File: config.mk
export PLATFORM = sky130hd
export DESIGN_NAME = uart_rx_controller
export DESIGN_NICKNAME = d
export VERILOG_FILES = /design/src/rtl/uart_rx_controller.sv
export SDC_FILE = /design/constraint.sdc
export NUM_CORES = 1
export LEC_CHECK = 0
export BUFFER_PORTS_ARGS = -buffer_cell sky130_fd_sc_hd__buf_2
export CAP_MARGIN = 5
export CORE_MARGIN = 2
export CORE_UTILIZATION = 45
export CTS_CLUSTER_DIAMETER = 50
export DETAILED_ROUTE_END_ITERATION = 8
export PLACE_DENSITY = 0.65
export SYNTH_ARGS = -nofsm -noshare
export SYNTH_HDL_FRONTEND = slang
export SYNTH_SLANG_ARGS = --single-unit
File: constraint.sdc
create_clock -name clock -period 2.5 [get_ports clock]
set_input_delay 0.125 -clock clock [delete_from_list [all_inputs] [get_ports clock]]
set_output_delay 0.125 -clock clock [all_outputs]
set_load 0.02 [all_outputs]
File: src/rtl/uart_rx_controller.sv
// UART receive sequencer: oversampled start qualification, 11-bit frame capture,
// payload/error registers and a valid/ready handshake with overrun detection.
module uart_rx_controller #(
  parameter int OVERSAMPLE = 16
) (
  input  logic        clock,
  input  logic        reset,
  input  logic        baud_tick,
  input  logic        rx_serial,
  input  logic        parity_odd,
  input  logic        rx_ready,
  output logic [10:0] data_parll,
  output logic        recieved_flag,
  output logic [7:0]  rx_data,
  output logic        rx_valid,
  output logic        parity_error,
  output logic        framing_error,
  output logic        overrun,
  output logic        busy
);

  localparam int TW = (OVERSAMPLE > 1) ? $clog2(OVERSAMPLE) : 1;
  localparam logic [TW-1:0] T_MID  = TW'(OVERSAMPLE / 2 - 1);
  localparam logic [TW-1:0] T_LAST = TW'(OVERSAMPLE - 1);
  localparam logic [3:0]    B_STOP = 4'd10;

  if ((OVERSAMPLE < 4) || (OVERSAMPLE % 2 != 0)) begin : g_bad_param
    $error("uart_rx_controller: OVERSAMPLE must be even and >= 4");
  end

  typedef enum logic [1:0] {IDLE, START, SHIFT, DONE} state_t;

  state_t        state_q, state_d;
  logic          rx_meta_q, rx_meta_d;
  logic          rx_s_q, rx_s_d;
  logic [TW-1:0] tcnt_q, tcnt_d;
  logic [3:0]    bcnt_q, bcnt_d;
  logic [10:0]   sh_q, sh_d;
  logic [10:0]   data_parll_q, data_parll_d;
  logic          recieved_flag_q, recieved_flag_d;
  logic [7:0]    rx_data_q, rx_data_d;
  logic          rx_valid_q, rx_valid_d;
  logic          parity_error_q, parity_error_d;
  logic          framing_error_q, framing_error_d;
  logic          overrun_q, overrun_d;
  logic          handshake;

  assign handshake = rx_valid_q & rx_ready;

  always_comb begin
    state_d         = state_q;
    rx_meta_d       = rx_serial;
    rx_s_d          = rx_meta_q;
    tcnt_d          = tcnt_q;
    bcnt_d          = bcnt_q;
    sh_d            = sh_q;
    data_parll_d    = data_parll_q;
    recieved_flag_d = 1'b0;
    rx_data_d       = rx_data_q;
    rx_valid_d      = rx_valid_q;
    parity_error_d  = parity_error_q;
    framing_error_d = framing_error_q;
    overrun_d       = overrun_q;

    if (handshake) begin
      rx_valid_d = 1'b0;
      overrun_d  = 1'b0;
    end

    case (state_q)
      IDLE: begin
        if (baud_tick && !rx_s_q) begin
          state_d = START;
          tcnt_d  = '0;
        end
      end

      START: begin
        if (baud_tick) begin
          if (tcnt_q == T_MID) begin
            tcnt_d = '0;
            // Line back high at mid start bit is treated as noise.
            if (!rx_s_q) begin
              sh_d[0] = 1'b0;
              bcnt_d  = 4'd1;
              state_d = SHIFT;
            end else begin
              state_d = IDLE;
            end
          end else begin
            tcnt_d = tcnt_q + 1'b1;
          end
        end
      end

      SHIFT: begin
        if (baud_tick) begin
          if (tcnt_q == T_LAST) begin
            tcnt_d = '0;
            for (int i = 0; i < 11; i++) begin
              if (bcnt_q == 4'(i)) sh_d[i] = rx_s_q;
            end
            if (bcnt_q == B_STOP) begin
              bcnt_d  = 4'd0;
              state_d = DONE;
            end else begin
              bcnt_d = bcnt_q + 4'd1;
            end
          end else begin
            tcnt_d = tcnt_q + 1'b1;
          end
        end
      end

      DONE: begin
        data_parll_d    = sh_q;
        recieved_flag_d = 1'b1;
        rx_data_d       = sh_q[8:1];
        parity_error_d  = (^sh_q[9:1]) ^ parity_odd;
        framing_error_d = ~sh_q[10];
        rx_valid_d      = 1'b1;
        // A handshake landing on this same edge retires the old frame cleanly.
        if (rx_valid_q && !rx_ready) overrun_d = 1'b1;
        state_d = IDLE;
      end

      default: state_d = IDLE;
    endcase
  end

  always_ff @(posedge clock) begin
    if (reset) begin
      state_q         <= IDLE;
      rx_meta_q       <= 1'b1;
      rx_s_q          <= 1'b1;
      tcnt_q          <= '0;
      bcnt_q          <= 4'd0;
      sh_q            <= 11'h7FE;
      data_parll_q    <= 11'h7FE;
      recieved_flag_q <= 1'b0;
      rx_data_q       <= 8'hFF;
      rx_valid_q      <= 1'b0;
      parity_error_q  <= 1'b0;
      framing_error_q <= 1'b0;
      overrun_q       <= 1'b0;
    end else begin
      state_q         <= state_d;
      rx_meta_q       <= rx_meta_d;
      rx_s_q          <= rx_s_d;
      tcnt_q          <= tcnt_d;
      bcnt_q          <= bcnt_d;
      sh_q            <= sh_d;
      data_parll_q    <= data_parll_d;
      recieved_flag_q <= recieved_flag_d;
      rx_data_q       <= rx_data_d;
      rx_valid_q      <= rx_valid_d;
      parity_error_q  <= parity_error_d;
      framing_error_q <= framing_error_d;
      overrun_q       <= overrun_d;
    end
  end

  assign data_parll    = data_parll_q;
  assign recieved_flag = recieved_flag_q;
  assign rx_data       = rx_data_q;
  assign rx_valid      = rx_valid_q;
  assign parity_error  = parity_error_q;
  assign framing_error = framing_error_q;
  assign overrun       = overrun_q;
  assign busy          = (state_q != IDLE);

endmodule

# --- Yosys cells after proc, flatten, opt, wreduce, memory -nomap -nowiden ---
# Cells that the tools add are included.
totals:
  mem_bits_ro: 0
  n_memories: 0
  mem_bits_rw: 0
  elab_cells: 110
  output_inout_bits: 25
  ff_bits: 47
  latchBits: 0
  input_bits: 6
classes:
  eq_ne: 23
  muxes: 34
  n_addsub: 2
  n_lt_le_gt_ge: 0
  mul: 0
  div_mod_pow: 0
  shift: 0
  n_bitwise: 3
  n_reduce_logical: 25
op_table:
  columns: ["cell", "count"]
  rows:
  - ["4-bit 2-to-1 mux", 11]
  - ["4-bit AND reduction", 11]
  - ["4-bit by 3-bit equality test with 1-bit output, second input constant", 5]
  - ["4-bit equality test, second input constant", 4]
  - ["2-bit inequality test, second input constant", 8]
  - ["2-bit 2-to-1 mux", 7]
  - ["1-bit 2-to-1 mux", 12]
  - ["4-bit one-hot mux with 3 select lines", 1]
  - ["6-bit AND reduction", 2]
  - ["9-bit parity", 1]
  - ["4-bit by 1-bit adder with 4-bit output, second input constant", 2]
  - ["4-bit by 2-bit equality test with 1-bit output, second input constant", 2]
  - ["2-bit one-hot mux with 4 select lines", 1]
  - ["4-bit one-hot mux with 2 select lines", 1]
  - ["7-bit AND reduction", 1]
  - ["2-bit nonzero test", 3]
  - ["2-bit equality test, second input constant", 2]
  - ["4-bit by 1-bit equality test with 1-bit output, second input constant", 1]
  - ["4-bit logical NOT", 1]
  - ["3-bit nonzero test", 1]
  - ["2-bit by 1-bit equality test with 1-bit output, second input constant", 1]
  - ["1-bit logical AND", 2]
  - ["1-bit logical NOT", 2]
  - ["2-bit logical NOT", 1]
  - ["other kinds (4)", 4]

# --- Logic depth before layout (Yosys ltp) ---
depth:
  depth_word: 5
  mapped_depth: 7
  mapped_depth_nobuf: 6

# --- Least setup slack after synthesis ---
# Ideal clock, no wire load.
synth_timing:
  path_type: "reg2reg"
  from: "register state_q[0]"
  to: "register bcnt_q[3]"
  synth_period_minus_slack_ns: 1.749
  path_slack_ns: 0.751
  path_stages_with_launch: 7
  t_arrival_ns: 1.627
  path_buffers: 0
  setup_time_ns: 0.122
  cell_sequence: "dfxtp_1 -> inv_1 -> ha_1 -> or3_4 -> a21oi_4 -> o21ai_2 -> o311a_1"
synth_via:
  elab_chain_len: 3
  elab_cells_between_ends: 10
synth_lines:
  columns: ["item", "line", "source"]
  rows:
  - ["start, declared", "33", "state_t state_q, state_d;"]
  - ["start signal, assigned", "147", "state_q <= state_d;"]
  - ["2-bit by 1-bit equality test with 1-bit output or 2-bit equality test (tied branches)", "70", "case (state_q)"]
  - ["2-bit inequality test (no source line) or 2-bit nonzero test (tied branches)", null, null]
  - ["6-bit AND reduction (no source line)", null, null]
  - ["end signal, assigned", "151", "bcnt_q <= bcnt_d;"]
  - ["end, declared", "37", "logic [3:0] bcnt_q, bcnt_d;"]
# Several ways; a longest one is shown, not always the timed one.
# A chain may end at the register's enable or synchronous reset.

# --- Worst setup path in the final report ---
layout_timing:
  from: "register state_q[0]"
  to: "register tcnt_q[0]"
layout_via:
  elab_chain_len: 3
  elab_cells_between_ends: 9
layout_lines:
  columns: ["item", "line", "source"]
  rows:
  - ["2-bit by 1-bit equality test with 1-bit output (tied with other cells)", "70", null]
  - ["2-bit inequality test (no source line) or 3-bit nonzero test (tied branches)", null, null]
  - ["4-bit AND reduction (no source line)", null, null]
  - ["end signal, assigned", "150", "tcnt_q <= tcnt_d;"]
  - ["end, declared", "36", "logic [TW-1:0] tcnt_q, tcnt_d;"]
# Several ways; a longest one is shown, not always the timed one.

==> impl_metrics.tcl <==
set metrics [dict create \
    cts_tree "done" \
    skew_ns 0.009042 \
    min_from "rx_serial" \
    clk_path_buf_depth 2 \
    crit_path_end_kind "register" \
    synthTopCellsByArea "dfxtp_1 38%, mux2i_1 11%, nand2_1 4.4%" \
    yosysMostFrequentCell "dfxtp_1" \
    tightest_slew_ns 0.5349 \
    synth_edf_count 0 \
    grtUsageTotal_pct 16.40 \
    slew-limit-headroom_pct 63.97 \
    critPathBufInv 1 \
    dieHeight_um 71.45 \
    grt_pass1_wl_mm 6.568 \
    post_cts_buffers 0 \
    die_width_um 71.45 \
    n_antenna_cell 0 \
    power_per_cell_area_mw_per_mm2 539.3 \
    rows 24 \
    p_leak_nw 0.7653 \
    clk_latency_ns 0.29 \
    totalWireLength_mm 3.916 \
    netlist_instances 219 \
    overflow 0 \
    r2r_cells 6 \
    cts_root_buf "clkbuf_8" \
    maxCapViolCount 0 \
    ys_types 55 \
    place_ws_ns 0.4643 \
    detail_route.first_pass.iterations 4 \
    hold_depth 2 \
    hold_end "rx_meta_q$_SDFF_PP1_" \
    dieArea_mm2 0.005104 \
    cts_made_buffers 5 \
    r2r_slack_ns 0.45 \
    max_freq_ghz 0.4887 \
    avgSynthCellArea_um2 9.347 \
    rsz0062_at_grt "no" \
    yosysTopAreaCell "dfxtp_1" \
    report.final.slew_viol_count 0 \
    synth_fp_nets 230 \
    worstPathRequired_ns 2.73 \
    cts.htree.levels 2 \
    vdd_drop_max_mv 0.2765 \
    ys.flop_type "dfxtp_1" \
    cp_slowest_stage_delay_ns 0.47 \
    syn-cell-area_mm2 0.002047 \
    timing.hold.ws_ns 0.01114 \
    cp-start-kind "register" \
    cts_hold_repair.buffers 0 \
    cp_cell_sequence "inv_1 > ha_1 > o21ai_0 > a31oi_1 > or3b_1 > a21oi_1" \
    crit_arrival_ns 2.27 \
    min_path_type "in -> reg" \
    grt_pass1_vias 1381 \
    yosys.area.top_type_share_pct 38.14 \
    grt_max_degree 26 \
    final.setup.worst_slack_ns 0.4538 \
    drive_gt1_share_pct 21.19 \
    dp_hpwl_mm 2.637 \
    boundaryPins 31 \
    yosys-top-cells-count "39 x dfxtp_1, 24 x nand2_1, 23 x mux2i_1, 11 x nor4_1" \
    async_flop_share_pct 0 \
    setup-tns-final_ns 0 \
    synth_seq_cells 39 \
    yosysSeqAreaShare_pct 38.14 \
    post-route-period-util_pct 81.85 \
    path_delay_family "compound AO/OA/AOI/OAI gates" \
    cts_resized 0 \
    r2r-start "state_q[0]$_SDFFE_PP0P_" \
    synth-warning-count 0 \
    outcome "complete, no violations" \
    syn_to_final_growth_pct 7.335 \
    final-setup-viol-count 0 \
    io_buffers 30 \
    gp_congestion 0.8829 \
    clkSinkCount 39 \
    nets 246 \
    wl_per_cell_um 13.60 \
    critical-path-slowest-cell "ha_1" \
    core_mm2 0.004354 \
    min_period_ns 2.046 \
    postLayoutCoreUtil_pct 50.46 \
    worstSetupPathType "reg -> reg" \
    crit_fanout 15 \
    clk_pin_slew_worst_paths_ns 0.07 \
    vias 1536 \
    antenna_found_initial 0 \
    initial_utilization_pct 47.01 \
    vias_per_cell 5.333 \
    antenna_left 0 \
    drc 0 \
    hold_violations 0 \
    drt_iter0_markers 87 \
    timing.rr.end "tcnt_q[0]$_SDFFE_PP0P_" \
]
==> final cells by class <==
class                      instances  area (um^2)
clock buffer                       6        72.57
clock inverter                     2        12.51
fill                             396         2157
inverter                          10        40.04
multi-input combinational        148         1069
sequential                        39        780.7
tap                               52        65.06
timing repair buffer              31        157.7
==> metal layers <==
metal | track usage [%] | up-vias | part of all wire [%]
met5 | 0 | - | 0
met4 | 6.080 | 0 | 1.2
met3 | 4.782 | 5 | 6.1
met2 | 24.69 | 37 | 44
met1 | 22.35 | 698 | 49
li1 | - | 796 | -
==> metrics by stage <==
| stage | area, um^2 | power, mW | std cells |
|---|---|---|---|
| after floorplan | 2047 | 0.7613 | 219 |
| after global placement | 2112 | 0.7823 | 280 |
| after detailed placement | 2112 | 0.7834 | 280 |
| after CTS | 2197 | 1.197 | 288 |
| after global routing | 2197 | 1.235 | 288 |
| final | 2197 | 1.185 | 288 |
==> worst max path at each step <==
stage	start	to	slack, ns	cells past startpoint
2_1_floorplan	state_q[0]$_SDFFE_PP0P_	bcnt_q[3]$_SDFFE_PP0P_	0.75	6
3_3_place_gp	state_q[0]$_SDFFE_PP0P_	tcnt_q[0]$_SDFFE_PP0P_	0.53	6
3_5_place_dp	state_q[0]$_SDFFE_PP0P_	tcnt_q[0]$_SDFFE_PP0P_	0.46	6
4_1_cts	state_q[0]$_SDFFE_PP0P_	tcnt_q[0]$_SDFFE_PP0P_	0.46	6
5_1_grt	state_q[0]$_SDFFE_PP0P_	tcnt_q[0]$_SDFFE_PP0P_	0.28	6
6_report	state_q[0]$_SDFFE_PP0P_	tcnt_q[0]$_SDFFE_PP0P_	0.45	6
==> report_power, final <==
part | leakage (nW) | switching, mW | internal, mW
registers | 0.316 | 0.0140 | 0.629
clock network | 0.0412 | 0.219 | 0.195
logic | 0.409 | 0.0800 | 0.0480
total | 0.765 | 0.313 | 0.872
==> cell families (layout without fill, tap and decap cells) <==
| kind of cell | Yosys count | in the layout | synth area share, % |
|---|---|---|---|
| compound gates | 36 | 36 | 12.47 |
| xor+xnor | 9 | 9 | 4.523 |
| fa+ha+maj | 5 | 5 | 3.056 |
| buf+inv | 32 | 49 | 9.657 |
| flops | 39 | 39 | 38.14 |
| mux | 23 | 23 | 11.25 |
| simple gates | 75 | 75 | 20.91 |
==> cells in the final DEF (no fill, tap or decap), drive strengths merged, types with 5 or more instances in the layout <==
cell type and count:
dfxtp 39, xnor2 7, ha 5, nor2 7, clkbuf 6, a21oi 9
buf 31, or2 5, nor4 11, o21ai 8, nand2 25, inv 10
mux2i 23
==> state kept, by name, summed over array words and instances, names as in the netlist, named ones only <==
| name | count |
|---|---|
| tcnt_q | 4 |
| framing_error | 1 |
| parity_error | 1 |
| rx_meta_q | 1 |
| state_q | 1 |
| recieved_flag | 1 |
| data_parll | 11 |
| rx_valid | 1 |
| bcnt_q | 4 |
| sh_q | 11 |
| rx_s_q | 1 |
==> worst register-to-register path: stages, from the launching register on <==
cell	delay (ns)
dfxtp_1	0.34
inv_1	0.10
ha_1	0.47
o21ai_0	0.32
a31oi_1	0.27
or3b_1	0.36
a21oi_1	0.13
(Power assumes the default switching activity.)
